--- config.mk ---
export PLATFORM = sky130hd
export DESIGN_NAME = dmem_port_arbiter_flat
export DESIGN_NICKNAME = d
export VERILOG_FILES = /design/src/rtl/dmem_port_arbiter_if.sv /design/src/rtl/dmem_port_arbiter.sv /design/src/flat_wrapper.sv
export SDC_FILE = /design/constraint.sdc
export NUM_CORES = 1
export LEC_CHECK = 0
export ABC_CLOCK_PERIOD_IN_PS = 1500
export CAP_MARGIN = 20
export CELL_PAD_IN_SITES_DETAIL_PLACEMENT = 1
export CELL_PAD_IN_SITES_GLOBAL_PLACEMENT = 2
export CORE_MARGIN = 10
export CORE_UTILIZATION = 23
export CTS_CLUSTER_DIAMETER = 80
export DETAILED_ROUTE_END_ITERATION = 8
export GPL_TIMING_DRIVEN = 0
export PLACE_DENSITY_LB_ADDON = 0.25
export SLEW_MARGIN = 20
export SYNTH_ARGS = -nofsm -noshare
export SYNTH_HDL_FRONTEND = slang
export SYNTH_SLANG_ARGS = --single-unit
--- constraint.sdc ---
create_clock -name clk -period 1.5 [get_ports clk]
set_input_delay 0.15 -clock clk [delete_from_list [all_inputs] [get_ports clk]]
set_output_delay 0.15 -clock clk [all_outputs]
set_load 0.01 [all_outputs]
--- src/rtl/dmem_port_arbiter_if.sv ---
// Bus bundle between the data-memory arbiter, its two masters and the memory.
//   a_* / b_*  : request fields (req, we, addr, wdata) in; ack, err, rdata out
//   mem_*      : memory Address / WriteData / MemWrite / MemRead out,
//                ReadData (combinational) in
// Modports: slave = arbiter side, master = masters + memory side.
interface dmem_port_arbiter_if #(parameter int DATA_W = 32);
  logic              a_req, a_we, a_ack, a_err;
  logic [DATA_W-1:0] a_addr, a_wdata, a_rdata;
  logic              b_req, b_we, b_ack, b_err;
  logic [DATA_W-1:0] b_addr, b_wdata, b_rdata;
  logic [DATA_W-1:0] mem_addr, mem_wdata, mem_rdata;
  logic              mem_write, mem_read;

  modport slave (
    input  a_req, a_we, a_addr, a_wdata,
    input  b_req, b_we, b_addr, b_wdata,
    input  mem_rdata,
    output a_ack, a_err, a_rdata,
    output b_ack, b_err, b_rdata,
    output mem_addr, mem_wdata, mem_write, mem_read
  );

  modport master (
    output a_req, a_we, a_addr, a_wdata,
    output b_req, b_we, b_addr, b_wdata,
    output mem_rdata,
    input  a_ack, a_err, a_rdata,
    input  b_ack, b_err, b_rdata,
    input  mem_addr, mem_wdata, mem_write, mem_read
  );
endinterface

--- src/rtl/dmem_port_arbiter.sv ---
// Two-port arbiter/sequencer in front of a single-port word memory.
// Port A (index 0) = pipeline MEM stage, port B (index 1) = debug/loader.
// One word access per grant: IDLE -> ACCESS (one cycle) -> IDLE, ack pulse
// in the cycle after ACCESS, so peak rate is one access per two cycles.
// Ports:
//   clk    rising-edge FSM (memory writes on the falling edge)
//   rst_n  asynchronous active-low reset
//   bus    dmem_port_arbiter_if.slave (request/response + memory signals)
// Configuration macro: DMEM_ARB_FIXED_PRIO_EN
//   defined   -> A always wins ties (B may starve)
//   undefined -> round-robin, tie goes to the port that was not served last

// Per-port response registers: ack pulse, error flag, held read data.
module dmem_arb_port #(
  parameter int DATA_W = 32
) (
  input  logic              clk,
  input  logic              rst_n,
  input  logic              done_i,   // access for this port completes at this edge
  input  logic              load_i,   // completing access is a read
  input  logic              err_i,    // completing access was out of range
  input  logic [DATA_W-1:0] rdata_i,  // already zeroed for out-of-range reads
  output logic              ack_o,
  output logic              err_o,
  output logic [DATA_W-1:0] rdata_o
);
  logic              ack_q, ack_d, err_q, err_d;
  logic [DATA_W-1:0] rdata_q, rdata_d;

  always_comb begin
    ack_d   = done_i;
    err_d   = done_i & err_i;
    rdata_d = rdata_q;
    // writes leave the previous read data visible
    if (done_i && load_i) rdata_d = rdata_i;
  end

  always_ff @(posedge clk or negedge rst_n) begin
    if (!rst_n) begin
      ack_q   <= 1'b0;
      err_q   <= 1'b0;
      rdata_q <= '0;
    end else begin
      ack_q   <= ack_d;
      err_q   <= err_d;
      rdata_q <= rdata_d;
    end
  end

  assign ack_o   = ack_q;
  assign err_o   = err_q;
  assign rdata_o = rdata_q;
endmodule

module dmem_port_arbiter #(
  parameter int DATA_W      = 32,
  parameter int DEPTH_WORDS = 32
) (
  input logic                clk,
  input logic                rst_n,
  dmem_port_arbiter_if.slave bus
);
  localparam int                NP        = 2;
  localparam logic [0:0]        S_IDLE    = 1'b0;
  localparam logic [0:0]        S_ACCESS  = 1'b1;
  localparam logic [DATA_W-1:0] DEPTH_LIM = DATA_W'(DEPTH_WORDS);

  logic [0:0]        state_q, state_d;
  logic              owner_q, owner_d;     // 0 = A, 1 = B
  logic              we_q, we_d;
  logic              inr_q, inr_d;
  logic              rr_last_q, rr_last_d; // last served port
  logic [DATA_W-1:0] addr_q, addr_d;       // doubles as mem_addr (holds in IDLE)
  logic [DATA_W-1:0] wdata_q, wdata_d;     // doubles as mem_wdata

  logic [NP-1:0]             req, req_we, elig, ack, err, done, load, perr;
  logic [NP-1:0][DATA_W-1:0] req_addr, req_wdata, rdata, rdata_in;
  logic                      gnt_vld, gnt_sel;

  assign req       = {bus.b_req,   bus.a_req};
  assign req_we    = {bus.b_we,    bus.a_we};
  assign req_addr  = {bus.b_addr,  bus.a_addr};
  assign req_wdata = {bus.b_wdata, bus.a_wdata};

  // A port acking this cycle is still holding its old req; ignore it at
  // the next edge so it is not served twice.
  assign elig    = req & ~ack;
  assign gnt_vld = (state_q == S_IDLE) && (|elig);

  always_comb begin
    gnt_sel = elig[1];
`ifdef DMEM_ARB_FIXED_PRIO_EN
    gnt_sel = ~elig[0];
`else
    if (&elig) gnt_sel = ~rr_last_q;
`endif
  end

  always_comb begin
    state_d   = state_q;
    owner_d   = owner_q;
    we_d      = we_q;
    inr_d     = inr_q;
    addr_d    = addr_q;
    wdata_d   = wdata_q;
    rr_last_d = rr_last_q;
    if (state_q == S_ACCESS) begin
      state_d   = S_IDLE;
      rr_last_d = owner_q;
    end else if (gnt_vld) begin
      state_d = S_ACCESS;
      owner_d = gnt_sel;
      we_d    = req_we[gnt_sel];
      addr_d  = {req_addr[gnt_sel][DATA_W-1:2], 2'b00};
      wdata_d = req_wdata[gnt_sel];
      inr_d   = (req_addr[gnt_sel] >> 2) < DEPTH_LIM;
    end
  end

  always_ff @(posedge clk or negedge rst_n) begin
    if (!rst_n) begin
      state_q   <= S_IDLE;
      owner_q   <= 1'b0;
      we_q      <= 1'b0;
      inr_q     <= 1'b0;
      rr_last_q <= 1'b1;   // B, so A wins the first tie
      addr_q    <= '0;
      wdata_q   <= '0;
    end else begin
      state_q   <= state_d;
      owner_q   <= owner_d;
      we_q      <= we_d;
      inr_q     <= inr_d;
      rr_last_q <= rr_last_d;
      addr_q    <= addr_d;
      wdata_q   <= wdata_d;
    end
  end

  // Completion happens at the edge that ends ACCESS.
  assign done     = (state_q == S_ACCESS) ? (owner_q ? 2'b10 : 2'b01) : 2'b00;
  assign load     = {NP{~we_q}};
  assign perr     = {NP{~inr_q}};
  assign rdata_in = {NP{inr_q ? bus.mem_rdata : {DATA_W{1'b0}}}};

  dmem_arb_port #(.DATA_W(DATA_W)) u_port [NP-1:0] (
    .clk     (clk),
    .rst_n   (rst_n),
    .done_i  (done),
    .load_i  (load),
    .err_i   (perr),
    .rdata_i (rdata_in),
    .ack_o   (ack),
    .err_o   (err),
    .rdata_o (rdata)
  );

  assign bus.a_ack   = ack[0];
  assign bus.a_err   = err[0];
  assign bus.a_rdata = rdata[0];
  assign bus.b_ack   = ack[1];
  assign bus.b_err   = err[1];
  assign bus.b_rdata = rdata[1];

  // Strobes come straight from state flops, so async reset kills them at once.
  assign bus.mem_addr  = addr_q;
  assign bus.mem_wdata = wdata_q;
  assign bus.mem_write = (state_q == S_ACCESS) &  we_q & inr_q;
  assign bus.mem_read  = (state_q == S_ACCESS) & ~we_q & inr_q;
endmodule
--- src/flat_wrapper.sv ---
// flat-port wrapper written by rule: the top's interface ports become plain ports
module dmem_port_arbiter_flat 
#(
  parameter int DATA_W      = 32,
  parameter int DEPTH_WORDS = 32
)
  (clk, rst_n, bus_a_req, bus_a_we, bus_a_addr, bus_a_wdata, bus_b_req, bus_b_we, bus_b_addr, bus_b_wdata, bus_mem_rdata, bus_a_ack, bus_a_err, bus_a_rdata, bus_b_ack, bus_b_err, bus_b_rdata, bus_mem_addr, bus_mem_wdata, bus_mem_write, bus_mem_read);
  dmem_port_arbiter_if #(.DATA_W(DATA_W)) bus_i ();
  input logic clk;
  input logic rst_n;
  input wire logic [$bits(bus_i.a_req)-1:0] bus_a_req;
  input wire logic [$bits(bus_i.a_we)-1:0] bus_a_we;
  input wire logic [$bits(bus_i.a_addr)-1:0] bus_a_addr;
  input wire logic [$bits(bus_i.a_wdata)-1:0] bus_a_wdata;
  input wire logic [$bits(bus_i.b_req)-1:0] bus_b_req;
  input wire logic [$bits(bus_i.b_we)-1:0] bus_b_we;
  input wire logic [$bits(bus_i.b_addr)-1:0] bus_b_addr;
  input wire logic [$bits(bus_i.b_wdata)-1:0] bus_b_wdata;
  input wire logic [$bits(bus_i.mem_rdata)-1:0] bus_mem_rdata;
  output wire logic [$bits(bus_i.a_ack)-1:0] bus_a_ack;
  output wire logic [$bits(bus_i.a_err)-1:0] bus_a_err;
  output wire logic [$bits(bus_i.a_rdata)-1:0] bus_a_rdata;
  output wire logic [$bits(bus_i.b_ack)-1:0] bus_b_ack;
  output wire logic [$bits(bus_i.b_err)-1:0] bus_b_err;
  output wire logic [$bits(bus_i.b_rdata)-1:0] bus_b_rdata;
  output wire logic [$bits(bus_i.mem_addr)-1:0] bus_mem_addr;
  output wire logic [$bits(bus_i.mem_wdata)-1:0] bus_mem_wdata;
  output wire logic [$bits(bus_i.mem_write)-1:0] bus_mem_write;
  output wire logic [$bits(bus_i.mem_read)-1:0] bus_mem_read;
  assign bus_i.a_req = bus_a_req;
  assign bus_i.a_we = bus_a_we;
  assign bus_i.a_addr = bus_a_addr;
  assign bus_i.a_wdata = bus_a_wdata;
  assign bus_i.b_req = bus_b_req;
  assign bus_i.b_we = bus_b_we;
  assign bus_i.b_addr = bus_b_addr;
  assign bus_i.b_wdata = bus_b_wdata;
  assign bus_i.mem_rdata = bus_mem_rdata;
  assign bus_a_ack = bus_i.a_ack;
  assign bus_a_err = bus_i.a_err;
  assign bus_a_rdata = bus_i.a_rdata;
  assign bus_b_ack = bus_i.b_ack;
  assign bus_b_err = bus_i.b_err;
  assign bus_b_rdata = bus_i.b_rdata;
  assign bus_mem_addr = bus_i.mem_addr;
  assign bus_mem_wdata = bus_i.mem_wdata;
  assign bus_mem_write = bus_i.mem_write;
  assign bus_mem_read = bus_i.mem_read;
  dmem_port_arbiter #(.DATA_W(DATA_W), .DEPTH_WORDS(DEPTH_WORDS)) u_core (.clk(clk), .rst_n(rst_n), .bus(bus_i));
endmodule
## Word-level counts from Yosys, hierarchy flattened

Cells that the tools add are included.

| word-level totals | value |
|---|---|
| memories | 0 |
| RAM bits | 0 |
| output and inout port bits | 134 |
| bits in latches | 0 |
| bits of input ports | 166 |
| ROM bits | 0 |
| flip-flop bits (word level) | 135 |

| operators by class | value |
|---|---|
| bitwise gates (word level) | 12 |
| multipliers | 0 |
| shift-type cells | 0 |
| equality and inequality tests | 0 |
| magnitude comparators | 2 |
| mux-type cells | 12 |
| $add $sub $neg | 0 |
| reduce and logical (&&, ||, !) cells | 6 |
| divide/modulo/power cells | 0 |

Operators by type and width:

| cell | number |
|---|---|
| 2-to-1 mux 32 bit | 5 |
| < comparator 30 x 6 -> 1 bit, second input constant | 1 |
| AND 1 bit | 6 |
| 2-to-1 mux 1 bit | 5 |
| 2-to-1 mux 2 bit | 2 |
| NOT 1 bit | 4 |
| AND reduction 2 bit | 2 |
| logical AND 1 bit | 3 |
| AND 2 bit | 1 |
| < comparator 1 x 2 -> 1 bit, second input constant | 1 |
| NOT 2 bit | 1 |
| OR reduction 2 bit | 1 |

## Logic depth before layout (Yosys ltp)

| depth | value |
|---|---|
| depth after elaboration | 7 |
| mapped depth | 6 |
| mapped depth without buffers | 4 |

## Cells and area by module

A second synthesis with hierarchy kept.

| unflattened totals | value |
|---|---|
| cell total of the unflattened synthesis | 491 |
| area total of the unflattened synthesis | 6248.5 µm² |

By module, submodules not included:

| module | area an instance (µm²) | instances | cells an instance |
|---|---|---|---|
| dmem_port_arbiter | 3443.3 | 1 | 349 |
| dmem_arb_port | 1402.6 | 2 | 71 |

## Worst setup path before layout

OpenSTA, ideal clock, no wires.

| timing path | value |
|---|---|
| path kind | reg2reg |
| start | register u_core.u_port[0].ack_q |
| end | register u_core.addr_q[22], in the netlist u_core.bus.mem_addr[22] |
| setup time | 0.137 ns |
| required time | 1.363 ns |
| period minus slack after synthesis | 1.401 ns |
| slack | 0.099 ns |
| cell stages (with the launch flop) | 6 |
| arrival time | 1.264 ns |
| cells stage by stage | dfrtp_1 -> nand2b_1 -> a21oi_2 -> buf_4 -> clkbuf_1 -> a21oi_1 |

| on the way | value |
|---|---|
| word-level cells in the longest chain between the ends | 6 |

RTL lines:

| item | line | source |
|---|---|---|
| from (decl) | dmem_port_arbiter.sv:27 | `logic ack_q, ack_d, err_q, err_d;` |
| from (signal assigned) | dmem_port_arbiter.sv:44 | `ack_q <= ack_d;` |
| NOT 2 bit * | dmem_port_arbiter.sv:87 | `assign elig = req & ~ack;` |
| AND 2 bit * | dmem_port_arbiter.sv:87 |  |
| AND reduction 2 bit | dmem_port_arbiter.sv:95 | `if (&elig) gnt_sel = ~rr_last_q;` |
| 2-to-1 mux 1 bit | dmem_port_arbiter.sv:95 |  |
| 2-to-1 mux 32 bit (implied by the code) (2 in series) | dmem_port_arbiter.sv:114 | `addr_d = {req_addr[gnt_sel][DATA_W-1:2], 2'b00};` |
| to (signal assigned) | dmem_port_arbiter.sv:135 | `addr_q <= addr_d;` |
| to (decl) | dmem_port_arbiter.sv:73 | `logic [DATA_W-1:0] addr_q, addr_d;` |

Mark *: on every way between the ends. The rest lies on a longest branch, timed or not. The select of a mux whose other input is x is not followed.
A chain may end at the register's enable or synchronous reset.

## Final worst setup path

| timing path | value |
|---|---|
| start | register u_core.u_port[0].ack_q |
| end | register u_core.addr_q[5], in the netlist u_core.bus.mem_addr[5] |

Same word-level chain as after synthesis.

==> flow_summary_export.csv <==
group,metric,value,unit
status,outcome,"finished clean",
floorplan,die_area,32450,µm²
synth,synth_cells,567,
clock_network,cts_sinks,135,
finish,final_core_util,41.30,%
drt,vias,5367,
synth,ys_warn_count,0,
drt,wl_per_cell,20.00,µm
worst_setup_path,rrSetupSlack,0.003,ns
sta,tightest_slew,0.5537,ns
floorplan,fp-row-count,58,
worst_setup_path,start_kind,"register",
clock_network,numCtsBuffers,17,
placement,finalWeightedCongestion,0.7494,
floorplan,fp.coreArea,25180,µm²
clock_network,clock_latency,0.42,ns
finish,drive_above_1_share,16.78,%
sta,setup_viol,0,
worst_setup_path,critPathKind,"reg -> reg",
sta,setup_ws,0.002831,ns
sta,fin_crit,1.497,ns
synth,syn_area,5898,µm²
global_routing,grtUsageTotal,14.43,%
pwr,finalPower,18.58,mW
finish,syn_to_final_growth,76.35,%
sta,skew,0.01204,ns
floorplan,io_pins,300,
pwr,power.density,1787,nW/µm²
synth,yosys-top-cells-count,"134 x dfrtp_1, 98 x nand2_1, 68 x nor2_1",
global_routing,globalRoute.totalOverflow,0,
pwr,power.leakage,5.107,nW
synth,synth_top_area_cell,"dfrtp_1",
worst_setup_path,required,1.79,ns
worst_setup_path,reg2reg_from,"u_core.u_port[0].ack_o",
sta,relSlewSlack,62.99,%
worst_setup_path,reg2reg_depth,5,
worst_hold_path,hold_class,"in -> async",
floorplan,die_height,180.1,µm
global_routing,grt_start_max_net_pins,70,
flow_run,cap_violations,0,
placement,dp.final_hpwl,18720,µm
synth,synth-seq-area-share,57.30,%
placement,pre_cts_slack,-0.7261,ns
clock_network,cts_tree,"done",
synth,synth-main-ff-cell,"dfrtp_1",
synth,ys_top_cells_by_area,"dfrtp_1 57%, mux2i_1 11%, nand2_1 6.2%",
worst_setup_path,cp_max_fo,10,
floorplan,start_util,23.42,%
worst_setup_path,arrival,1.79,ns
placement,dpl_cell_area,9280,µm²
synth,ys_ff_latch,135,
finish,n_fill_cell,2809,
clock_network,clk_root_buffer_cell,"clkbuf_16",
synth,synth-edff-count,0,
synth,synth_top_cell_area_share,56.85,%
global_routing,grt_pass1_vias,6003,
worst_setup_path,cp-startpoint,"u_core.u_port[0].ack_o",
floorplan,die_w,180.1,µm
global_routing,grt_pass1_wl,36720,µm
sta,period_share,99.81,%
drt,drc,0,
placement,portBuffers,293,
sta,hold_violations,0,
drt,ant_nets,0,
clock_network,clk_pin_slew,0.06,ns
sta,max_freq,0.6679,GHz
synth,yosysMostFrequentCell,"dfrtp_1",
clock_network,clockBufferDepth,2,
finish,final_nets,1059,
drt,firstDrtPassIters,4,
drt,drt_iter0_markers,207,
synth,syn_avg_cell_area,10.40,µm²
pwr,ir_drop,566.4,µV
sta,rsz0062_at_grt,"true",
global_routing,antenna_found_initial,1,
synth,ys_types,34,
clock_network,htreeDepth,4,
drt,wirelength,24740,µm
sta,slew_violations,0,
drt,via_per_inst,4.339,
finish,design_area,10400,µm²
worst_setup_path,cp-end-kind,"register",
synth,synthArstFlopShare,100.0,%
cells in the final DEF (no fill, tap or decap), types with 8 or more instances in the layout:
master	netlist	final
nor4_1	9	9
mux2i_2	0	14
clkbuf_16	0	22
nor2_1	68	66
mux2i_1	62	44
dlygate4sd2_1	0	86
o21ai_1	31	31
a21oi_1	62	59
o21ai_2	29	29
buf_4	5	21
nand2_1	98	97
buf_12	0	8
clkdlybuf4s50_1	0	166
dlymetal6s2s_1	0	38
buf_6	11	11
dfrtp_1	134	132
per-layer routing:
metal / wire [µm] / up-vias / global-route usage [%]
li1: - / 2592 / -
met1: 10710 / 2573 / 17.13
met2: 11590 / 194 / 23.02
met3: 2302 / 8 / 7.088
met4: 142 / 0 / 3.248
met5: 0 / - / 0
stage by stage:
| step | setup TNS [ns] | instances | hold WS [ns] |
|---|---|---|---|
| floorplan | 0 | 568 | -0.1456 |
| detailed placement | -29.77 | 1192 | 0.1602 |
| global placement | -801.21 | 1191 | 0.4614 |
| global route | -1.349 | 1237 | 0.3094 |
| CTS | -0.02582 | 1225 | 0.2905 |
| finish | 0 | 1237 | 0.2774 |
flip-flops by register name, indices dropped and copies added (netlist names):
| signal | flops |
|---|---|
| u_core.owner_q | 1 |
| u_core.we_q | 1 |
| u_core.u_port.rdata_o | 64 |
| u_core.bus.mem_wdata | 32 |
| u_core.u_port.ack_o | 2 |
| u_core.rr_last_q | 1 |
| u_core.bus.mem_addr | 30 |
| u_core.inr_q | 1 |
| u_core.state_q | 1 |
| u_core.u_port.err_o | 2 |
report_power, final:
group / switching (mW) / total, mW / leakage, nW / internal, mW
clock: 1.81 / 4.47 / 0.305 / 2.66
sequential: 0.732 / 5.75 / 1.67 / 5.02
combinational: 4.27 / 8.36 / 3.13 / 4.10
worst max-delay path, cell delays in order, from the launching register on:
cell and delay (ns):
dfrtp_1 0.42, nor2b_4 0.14, a21o_4 0.17, buf_4 0.26, mux2i_1 0.29, a21oi_1 0.10
area by class of cell:
| class | instances | area, µm² | share of cell area (%) |
|---|---|---|---|
| clock buffer | 17 | 425.4 | 4.090 |
| timing repair buffer | 308 | 3142 | 30.21 |
| clock inverter | 15 | 190.2 | 1.828 |
| tap | 330 | 412.9 | 3.970 |
| sequential | 135 | 3382 | 32.52 |
| inverter | 5 | 18.77 | 0.1804 |
| buffer | 39 | 447.9 | 4.307 |
| multi-input combinational | 387 | 2380 | 22.88 |
| antenna | 1 | 2.502 | 0.02406 |
path summary, 6_finish.rpt:
check	to
worst max register to register	u_core.bus.mem_addr[5]
worst min register to register	u_core.u_port[1].rdata_o[17]
min in group clk	u_core.u_port[1].rdata_o[29]
max in group asynchronous	u_core.bus.mem_wdata[29]
worst min-delay path	u_core.u_port[1].rdata_o[2]
worst max-delay path	u_core.bus.mem_addr[5]
cell families (layout without fill, tap and decap cells):
family	after synthesis	after routing	synth area share [%]
muxes	63	63	10.71
other	1	3	0.06358
DFF	135	135	57.30
and+or+nand+nor	188	188	13.26
buffers and inverters	46	384	4.985
AOI/OAI and AO/OA	134	134	13.68
timing repair:
item | CTS | global route
endpoints found under the hold margin | 65 | 0
endpoints found under the setup margin | 218 | 134
pin swaps | 1 | 12
hold buffers | 1 | 0
cloned | 0 | 6
setup buffers | 1 | 6
resized for setup | 138 | 99
(Power assumes the default switching activity.)
